`config.mk`:
```
export PLATFORM = sky130hd
export DESIGN_NAME = if_stage
export DESIGN_NICKNAME = d
export VERILOG_FILES = /design/src/rtl/rv_pkg.sv /design/src/rtl/if_id_reg.sv /design/src/rtl/if_stage.sv
export SDC_FILE = /design/constraint.sdc
export NUM_CORES = 1
export LEC_CHECK = 0
export CAP_MARGIN = 20
export CELL_PAD_IN_SITES_DETAIL_PLACEMENT = 0
export CELL_PAD_IN_SITES_GLOBAL_PLACEMENT = 1
export CORE_ASPECT_RATIO = 1.2
export CORE_MARGIN = 2
export CORE_UTILIZATION = 35
export DETAILED_ROUTE_END_ITERATION = 10
export GPL_ROUTABILITY_DRIVEN = 1
export PLACE_DENSITY = 0.8
export SLEW_MARGIN = 20
export SYNTH_ARGS = -nofsm -noshare
export SYNTH_HDL_FRONTEND = slang
export SYNTH_SLANG_ARGS = --single-unit
export TNS_END_PERCENT = 5
```
`constraint.sdc`:
```
create_clock -name clk -period 21.5 [get_ports clk]
set_input_delay 4.3 -clock clk [delete_from_list [all_inputs] [get_ports clk]]
set_output_delay 4.3 -clock clk [all_outputs]
set_load 0.03 [all_outputs]
```
`src/rtl/rv_pkg.sv`:
```
// Shared RV32 front-end definitions: fetch FSM states, reset/NOP constants
// and the major opcodes shared with decode and ImmGen.
package rv_pkg;

    localparam logic [31:0] NOP_INST         = 32'h0000_0013;  // addi x0, x0, 0
    localparam logic [31:0] RESET_PC_DEFAULT = 32'h0000_0000;

    typedef enum logic [1:0] {
        IDLE,
        REQ,
        HOLD,
        DRAIN
    } if_state_t;

    localparam logic [6:0] OPC_LUI    = 7'b0110111;
    localparam logic [6:0] OPC_AUIPC  = 7'b0010111;
    localparam logic [6:0] OPC_JAL    = 7'b1101111;
    localparam logic [6:0] OPC_JALR   = 7'b1100111;
    localparam logic [6:0] OPC_BRANCH = 7'b1100011;
    localparam logic [6:0] OPC_LOAD   = 7'b0000011;
    localparam logic [6:0] OPC_STORE  = 7'b0100011;
    localparam logic [6:0] OPC_OP_IMM = 7'b0010011;
    localparam logic [6:0] OPC_OP     = 7'b0110011;

    function automatic logic [31:0] word_align(input logic [31:0] addr);
        return addr & 32'hFFFF_FFFC;
    endfunction

endpackage

```
`src/rtl/if_id_reg.sv`:
```
// IF/ID pipeline register with a one-entry skid buffer that catches a fetch
// response arriving while decode is stalled.
module if_id_reg #(
    parameter logic [31:0] RESET_PC = rv_pkg::RESET_PC_DEFAULT,
    parameter logic [31:0] NOP_INST = rv_pkg::NOP_INST
) (
    input  logic        clk,
    input  logic        reset,
    input  logic        flush,
    input  logic        load_valid,
    input  logic [31:0] load_inst,
    input  logic [31:0] load_pc,
    input  logic        id_ready,
    output logic        out_free,
    output logic        id_valid,
    output logic [31:0] id_inst,
    output logic [31:0] id_pc,
    output logic [31:0] id_pc_plus4
);

    logic        hold_valid;
    logic [31:0] hold_inst;
    logic [31:0] hold_pc;

    assign out_free = !id_valid || id_ready;

    // NOTE: state registers use non-blocking assignments so every flop samples
    // pre-edge values; the hold data is reset too so it never leaks X on release.
    always_ff @(posedge clk or posedge reset) begin
        if (reset) begin
            id_valid    <= 1'b0;
            id_inst     <= NOP_INST;
            id_pc       <= RESET_PC;
            id_pc_plus4 <= RESET_PC + 32'd4;
            hold_valid  <= 1'b0;
            hold_inst   <= NOP_INST;
            hold_pc     <= RESET_PC;
        end else if (flush) begin
            id_valid   <= 1'b0;
            id_inst    <= NOP_INST;
            hold_valid <= 1'b0;
        end else if (load_valid && out_free) begin
            id_valid    <= 1'b1;
            id_inst     <= load_inst;
            id_pc       <= load_pc;
            id_pc_plus4 <= load_pc + 32'd4;
        end else if (load_valid) begin
            hold_valid <= 1'b1;
            hold_inst  <= load_inst;
            hold_pc    <= load_pc;
        end else if (hold_valid && id_ready) begin
            // Current word leaves this cycle; the skid entry replaces it.
            id_valid    <= 1'b1;
            id_inst     <= hold_inst;
            id_pc       <= hold_pc;
            id_pc_plus4 <= hold_pc + 32'd4;
            hold_valid  <= 1'b0;
        end else if (id_valid && id_ready) begin
            id_valid <= 1'b0;
            id_inst  <= NOP_INST;
        end
    end

endmodule

```
`src/rtl/if_stage.sv`:
```
// Instruction fetch: owns the PC, runs the single-outstanding imem req/ack
// handshake, applies redirects and feeds decode through if_id_reg.
module if_stage #(
    parameter logic [31:0] RESET_PC = rv_pkg::RESET_PC_DEFAULT,
    parameter logic [31:0] NOP_INST = rv_pkg::NOP_INST
) (
    input  logic        clk,
    input  logic        reset,
    output logic        imem_req,
    output logic [31:0] imem_addr,
    input  logic        imem_ack,
    input  logic [31:0] imem_rdata,
    input  logic        redirect_valid,
    input  logic [31:0] redirect_pc,
    input  logic        id_ready,
    output logic        id_valid,
    output logic [31:0] id_inst,
    output logic [31:0] id_pc,
    output logic [31:0] id_pc_plus4
);

    import rv_pkg::*;

    if_state_t   state;
    if_state_t   state_next;
    logic [31:0] pc;
    logic [31:0] pc_next;
    logic        ack;
    logic        deliver;
    logic        out_free;

    // A stray ack with no request outstanding is ignored.
    assign ack     = imem_ack && imem_req;
    assign deliver = ack && (state == REQ) && !redirect_valid;

    // NOTE: every signal written here gets a default first so no latch is inferred.
    always_comb begin
        state_next = state;
        pc_next    = pc;
        if (redirect_valid) begin
            pc_next = word_align(redirect_pc);
            // An unanswered request must still be completed before refetching.
            if (state == DRAIN || (state == REQ && !ack))
                state_next = DRAIN;
            else
                state_next = REQ;
        end else begin
            case (state)
                IDLE:    state_next = REQ;
                REQ: begin
                    if (ack) begin
                        pc_next    = pc + 32'd4;
                        state_next = out_free ? REQ : HOLD;
                    end
                end
                HOLD:    if (id_ready) state_next = REQ;
                DRAIN:   if (ack) state_next = REQ;
                default: state_next = IDLE;
            endcase
        end
    end

    always_ff @(posedge clk or posedge reset) begin
        if (reset) begin
            state     <= IDLE;
            pc        <= RESET_PC;
            imem_req  <= 1'b0;
            imem_addr <= word_align(RESET_PC);
        end else begin
            state    <= state_next;
            pc       <= pc_next;
            imem_req <= (state_next == REQ) || (state_next == DRAIN);
            // DRAIN keeps presenting the abandoned address until it is acked.
            if (state_next == REQ)
                imem_addr <= pc_next;
        end
    end

    if_id_reg #(
        .RESET_PC (RESET_PC),
        .NOP_INST (NOP_INST)
    ) u_if_id_reg (
        .clk         (clk),
        .reset       (reset),
        .flush       (redirect_valid),
        .load_valid  (deliver),
        .load_inst   (imem_rdata),
        .load_pc     (pc),
        .id_ready    (id_ready),
        .out_free    (out_free),
        .id_valid    (id_valid),
        .id_inst     (id_inst),
        .id_pc       (id_pc),
        .id_pc_plus4 (id_pc_plus4)
    );

    ack_needs_req : assert property (@(posedge clk) disable iff (reset) imem_ack |-> imem_req)
        else $error("if_stage: imem_ack asserted with no request outstanding");

endmodule

```
==> impl_metrics.ini, run 1 <==
[power]
powerDensity_nw_per_um2 = 95.9
finalPower_mw = 1.34
p_leak_nw = 5.74
ir_worst_vdd_mv = 0.0508

[synth]
syn_area_per_cell_um2 = 9.91
synthMuxAreaShare = 0.0897
synth-adder-area-share = 0.00317
synth-seq-cells = 226
synth_cell_types = 58
syn_nets = 1185
syn_area_um2 = 11000
synth_xor_area_frac = 0.0492
synth_top_family_by_area = simple AND/OR/NAND/NOR gates
synthSimpleGateAreaFrac = 0.186
synth_compound_area_frac = 0.117
yosys.area.top_type = dfrtp_1
ys.warnings.count = 0
synth_edf_count = 0
post-synth-top-area-fraction = 0.496
synthArstFlopShare = 1.00
yosysSeqAreaShare = 0.513
synth_area_leaders = dfrtp_1, mux2_2, nand2_1
synthFlopType = dfrtp_1
syn_inst = 1114

[sta]
worst_slack_ns = 14.85
fin_hold_ws_ns = 0.463
slew_headroom = 0.318
skew_ns = 0.00937
finalHoldViolations = 0
slew_violations = 0
fin_crit_ns = 6.65
setup-tns-final_ns = 0
worstMarginPinSlew_ns = 1.01
finalCritPeriodShare = 0.309
fmax_mhz = 150
rsz0062_at_grt = false
setup_viol = 0

[placed_design]
portBuffers = 196
place_congestion = 0.818
hpwl_um = 21400
post-place-ws_ns = 13.94

[worst_setup_path]
regToRegSetupSlack_ns = 18.63
end_kind = flip-flop
required_ns = 21.89
reg2reg_from = pc[6]
cp-start-kind = primary input
crit_arrival_ns = 7.03
worstSetupPathType = primary input to flip-flop
cp-startpoint = redirect_valid
critPathMaxFanout = 84

[global_route]
grt_pass1_wl_um = 50100
globalRoute.totalOverflow = 0
antenna_found_initial = 1
grt_pass1_vias = 8760
grt_max_degree = 148
grt_use_total = 0.188

[clock_tree]
cts_buffer_depth = 3
worst_skew_pair.late_latency_ns = 0.52
cts_resized = 0
numCtsBuffers = 24
post_cts_buffers = 0
cts.root.buffer_cell = clkbuf_16
cts.reportedPaths.clkPinSlew_ns = 0.06
holdBufCountCts = 0
clock-sinks = 226
htree_levels = 1
cts_tree = built

[die]
core_um2 = 31200
chipHeight_um = 199
die_w_um = 166
rows = 71
start_util = 0.354
dieArea_um2 = 33000
ios = 199

[worst_hold_path]
hp-start = u_if_id_reg.id_inst[0]
hp-class = flip-flop to flip-flop

[detailed_routing]
dr.pass1.iters = 4
drc = 0
routed_via_density = 5.28
wl_um = 31400
ant_nets = 0
vias = 8813
drt-initial-drc-count = 543
wl_per_cell_um = 18.8

[cells_and_area]
final_cell_mix = dfrtp_1, clkdlybuf4s50_1, nand2_1, mux2_2, nor2_1
layout_commonest_cell = dfrtp_1
area_growth_syn_to_layout_pct = 26.5
diodes = 0
nets = 1323
layout-drive-gt1-share = 0.125
num-fill-cells = 2985

[run_status]
outcome = complete, no violations

[flow_run]
maxCapViolations = 0
==> cells in the mapped netlist, drive strengths merged (19+ instances only) <==
cell type / number
nand3: 21
a21oi: 47
dfrtp: 219
xor2: 19
nor2: 74
a31oi: 29
and3: 33
nand4: 25
nor3: 23
mux2: 80
buf: 38
clkbuf: 59
nand2: 161
xnor2: 43
o21ai: 65
==> kinds of logic (layout without fill, tap and decap cells) <==
logic type | Yosys count | in the layout
xor gates and xnor gates | 62 | 62
muxes | 89 | 89
and+or+nand+nor | 418 | 418
adders and majority gates | 3 | 3
DFF | 226 | 226
AOI/OAI and AO/OA | 209 | 209
buffers and inverters | 107 | 261
==> flip-flops by register name, summed over array words and instances, names as in the netlist <==
signal                   count
imem_addr                   32
pc                          32
state                        2
u_if_id_reg.hold_inst       32
u_if_id_reg.hold_pc         32
u_if_id_reg.hold_valid       1
u_if_id_reg.id_inst         32
u_if_id_reg.id_pc           32
u_if_id_reg.id_pc_plus4     30
u_if_id_reg.id_valid         1
==> final timing paths <==
kind,cells past startpoint,to
max in group asynchronous,3,imem_addr[0]
worst max register to register,5,imem_addr[22]
min in group asynchronous,2,u_if_id_reg.id_inst[17]
worst min register to register,2,u_if_id_reg.id_inst[0]
worst max-delay path,7,u_if_id_reg.id_pc_plus4[15]
worst min-delay path,2,u_if_id_reg.id_inst[0]
==> metal layers <==
layer,GRT usage,vias to the layer above,share of wire
met5,0,-,0
met2,0.305,246,0.47
met3,0.0410,41,0.068
met1,0.259,4344,0.44
li1,-,4182,-
met4,0.0438,0,0.019
==> worst max-delay path, stage by stage <==
cell	delay (ns)
buf_4	0.28
buf_4	0.70
or3_4	0.51
buf_4	0.72
nand2_1	0.20
o22ai_1	0.22
a21oi_1	0.06
==> cell type report <==
cell class	instances	area (um^2)	share of cell area
clock buffer	37	721	0.0516
clock inverter	5	28.8	0.00206
inverter	10	50.0	0.00358
multi-input combinational	781	4950	0.354
sequential	226	5660	0.405
tap	401	502	0.0359
timing repair buffer	209	2060	0.147
==> power by group <==
group | total (mW) | internal [mW] | switching, mW
sequential | 0.583 | 0.507 | 0.0765
clock | 0.398 | 0.230 | 0.168
combinational | 0.359 | 0.162 | 0.197
==> stage by stage <==
step                 util  instance area (um^2)  std cells
floorplan               -                 11000       1114
global placement    0.424                 13200       1627
detailed placement  0.424                 13200       1627
CTS                 0.448                 14000       1669
global route        0.448                 14000       1669
finish              0.448                 14000       1669
Power figures use the tool's default switching activity.
==> run 2: changes to the inputs <==
- clock period: 21.5 -> 6.29 ns (I/O delays scaled with it)
==> impl_metrics.ini, run 2 (synthesized netlist as in run 1, its figures left out) <==
[global_route]
grt_pass1_wl_um = 50200
grt_use_total = 0.189
grt_pass1_vias = 8770
grt_max_degree = 163
antenna_found_initial = 0
globalRoute.totalOverflow = 0

[sta]
skew_ns = 0.0187
slew_headroom = 0.309
fin_hold_ws_ns = 0.464
slew_violations = 0
setup-tns-final_ns = 0
finalCritPeriodShare = 0.536
fmax_mhz = 297
rsz0062_at_grt = false
setup_viol = 0
worst_slack_ns = 2.92
finalHoldViolations = 0
worstMarginPinSlew_ns = 1.03
fin_crit_ns = 3.37

[cells_and_area]
final_cell_mix = dfrtp_1, clkdlybuf4s50_1, nand2_1, mux2_2, nor2_1
final_cells = 1673
area_growth_syn_to_layout_pct = 27.4
fin_util = 0.451
nets = 1324
num-fill-cells = 2946
layout_commonest_cell = dfrtp_1
layout-drive-gt1-share = 0.127

[power]
combPwrFrac = 0.261
swShare = 0.325
seq_power_share = 0.421
switching_power_mw = 1.54
p_leak_nw = 5.78
pwr-share-clk = 0.318
intPower_mw = 3.18
ir_worst_vdd_mv = 0.178
powerDensity_nw_per_um2 = 335

[clock_tree]
post_cts_buffers = 0
htree_levels = 1
clock-sinks = 226
cts.root.buffer_cell = clkbuf_16
cts.reportedPaths.clkPinSlew_ns = 0.06
worst_skew_pair.late_latency_ns = 0.53
cts_buffer_depth = 3
cts_tree = built
cts_resized = 0
holdBufCountCts = 0
numCtsBuffers = 24

[placed_design]
dp.cells = 1628
post-place-ws_ns = 2.39
portBuffers = 196
place_congestion = 0.834
hpwl_um = 21100

[worst_setup_path]
path_buf_inv = 2
max_stage_delay_ns = 0.71
crit_arrival_ns = 3.75
path_cells = clkdlybuf4s50_1 -> nor2b_1 -> or3_4 -> buf_4 -> nand2_1 -> o22ai_1 -> a21oi_1
cpMaxStageDelayCell = or3_4
critPathMaxFanout = 74
cp-start-kind = primary input
worstSetupPathType = primary input to flip-flop
critPathTopFamily = simple AND/OR/NAND/NOR gates
required_ns = 6.67
end_kind = flip-flop

[die]
chipHeight_um = 199
dieArea_um2 = 33000
rows = 71
die_w_um = 166
start_util = 0.354
ios = 199
core_um2 = 31200

[run_status]
outcome = complete, no violations

[flow_run]
maxCapViolations = 0

[detailed_routing]
wl_um = 31400
vias = 8826
wl_per_cell_um = 18.8
drc = 0
ant_nets = 0
routed_via_density = 5.28
drt-initial-drc-count = 655
dr.pass1.iters = 5

[worst_hold_path]
hp-class = flip-flop to flip-flop
[run 2: cell count changes in the layout (fill, tap and decap cells not counted), sizes merged]
cell,previous run,this run
diode,0,1
inv,10,9
buf,14,15
clkinvlp,0,2
clkinv,5,4
clkbuf,37,36
bufinv,0,3
[run 2: layout make-up]
class / count / area, um^2 / share of cell area
Sequential cell: 226 / 5660 / 0.403
Antenna cell: 1 / 2.50 / 0.000178
Inverter: 10 / 41.3 / 0.00293
Timing Repair Buffer: 210 / 2080 / 0.148
Clock buffer: 36 / 706 / 0.0502
Clock inverter: 8 / 133 / 0.00943
Multi-Input combinational cell: 781 / 4950 / 0.352
Tap cell: 401 / 502 / 0.0357
[run 2: worst paths after layout]
kind                                         from                           to  slack, ns  depth (start not counted)
min in group asynchronous                   reset        u_if_id_reg.id_pc[25]       1.37                          3
max                                      id_ready  u_if_id_reg.id_pc_plus4[15]       2.92                          7
min reg2reg                u_if_id_reg.id_inst[0]       u_if_id_reg.id_inst[0]       0.46                          2
min                        u_if_id_reg.id_inst[0]       u_if_id_reg.id_inst[0]       0.46                          2
max reg2reg                                 pc[6]                imem_addr[14]       3.63                          5
max in group asynchronous                   reset         u_if_id_reg.id_pc[6]       4.22                          3
[run 2: routing by layer]
| layer | track usage | wire [um] | up-vias |
|---|---|---|---|
| met5 | 0 | 0 | - |
| met4 | 0.0486 | 659 | 0 |
| met3 | 0.0394 | 1880 | 43 |
| met2 | 0.299 | 14600 | 231 |
| met1 | 0.265 | 14300 | 4352 |
| li1 | - | - | 4200 |
[run 2: stage by stage]
stage	instance area, um^2	total power, mW
after floorplan	11000	2.69
after global placement	13200	3.23
after detailed placement	13200	3.25
after CTS	14100	4.77
after global routing	14100	4.95
final	14100	4.72
[run 2: worst min-delay path, cell delays in order (launching register included)]
cell     delay (ns)
dfstp_2        0.37
inv_1          0.04
a21oi_1        0.05
[run 2: power by group through the flow]
stage | sequential (mW) | combinational (mW) | clock (mW)
6_report | 1.99 | 1.23 | 1.50
5_1_grt | 2.03 | 1.32 | 1.59
4_1_cts | 1.99 | 1.25 | 1.53
3_5_place_dp | 2.01 | 1.24 | 0
3_3_place_gp | 2.00 | 1.23 | 0
2_1_floorplan | 2.23 | 0.467 | 0
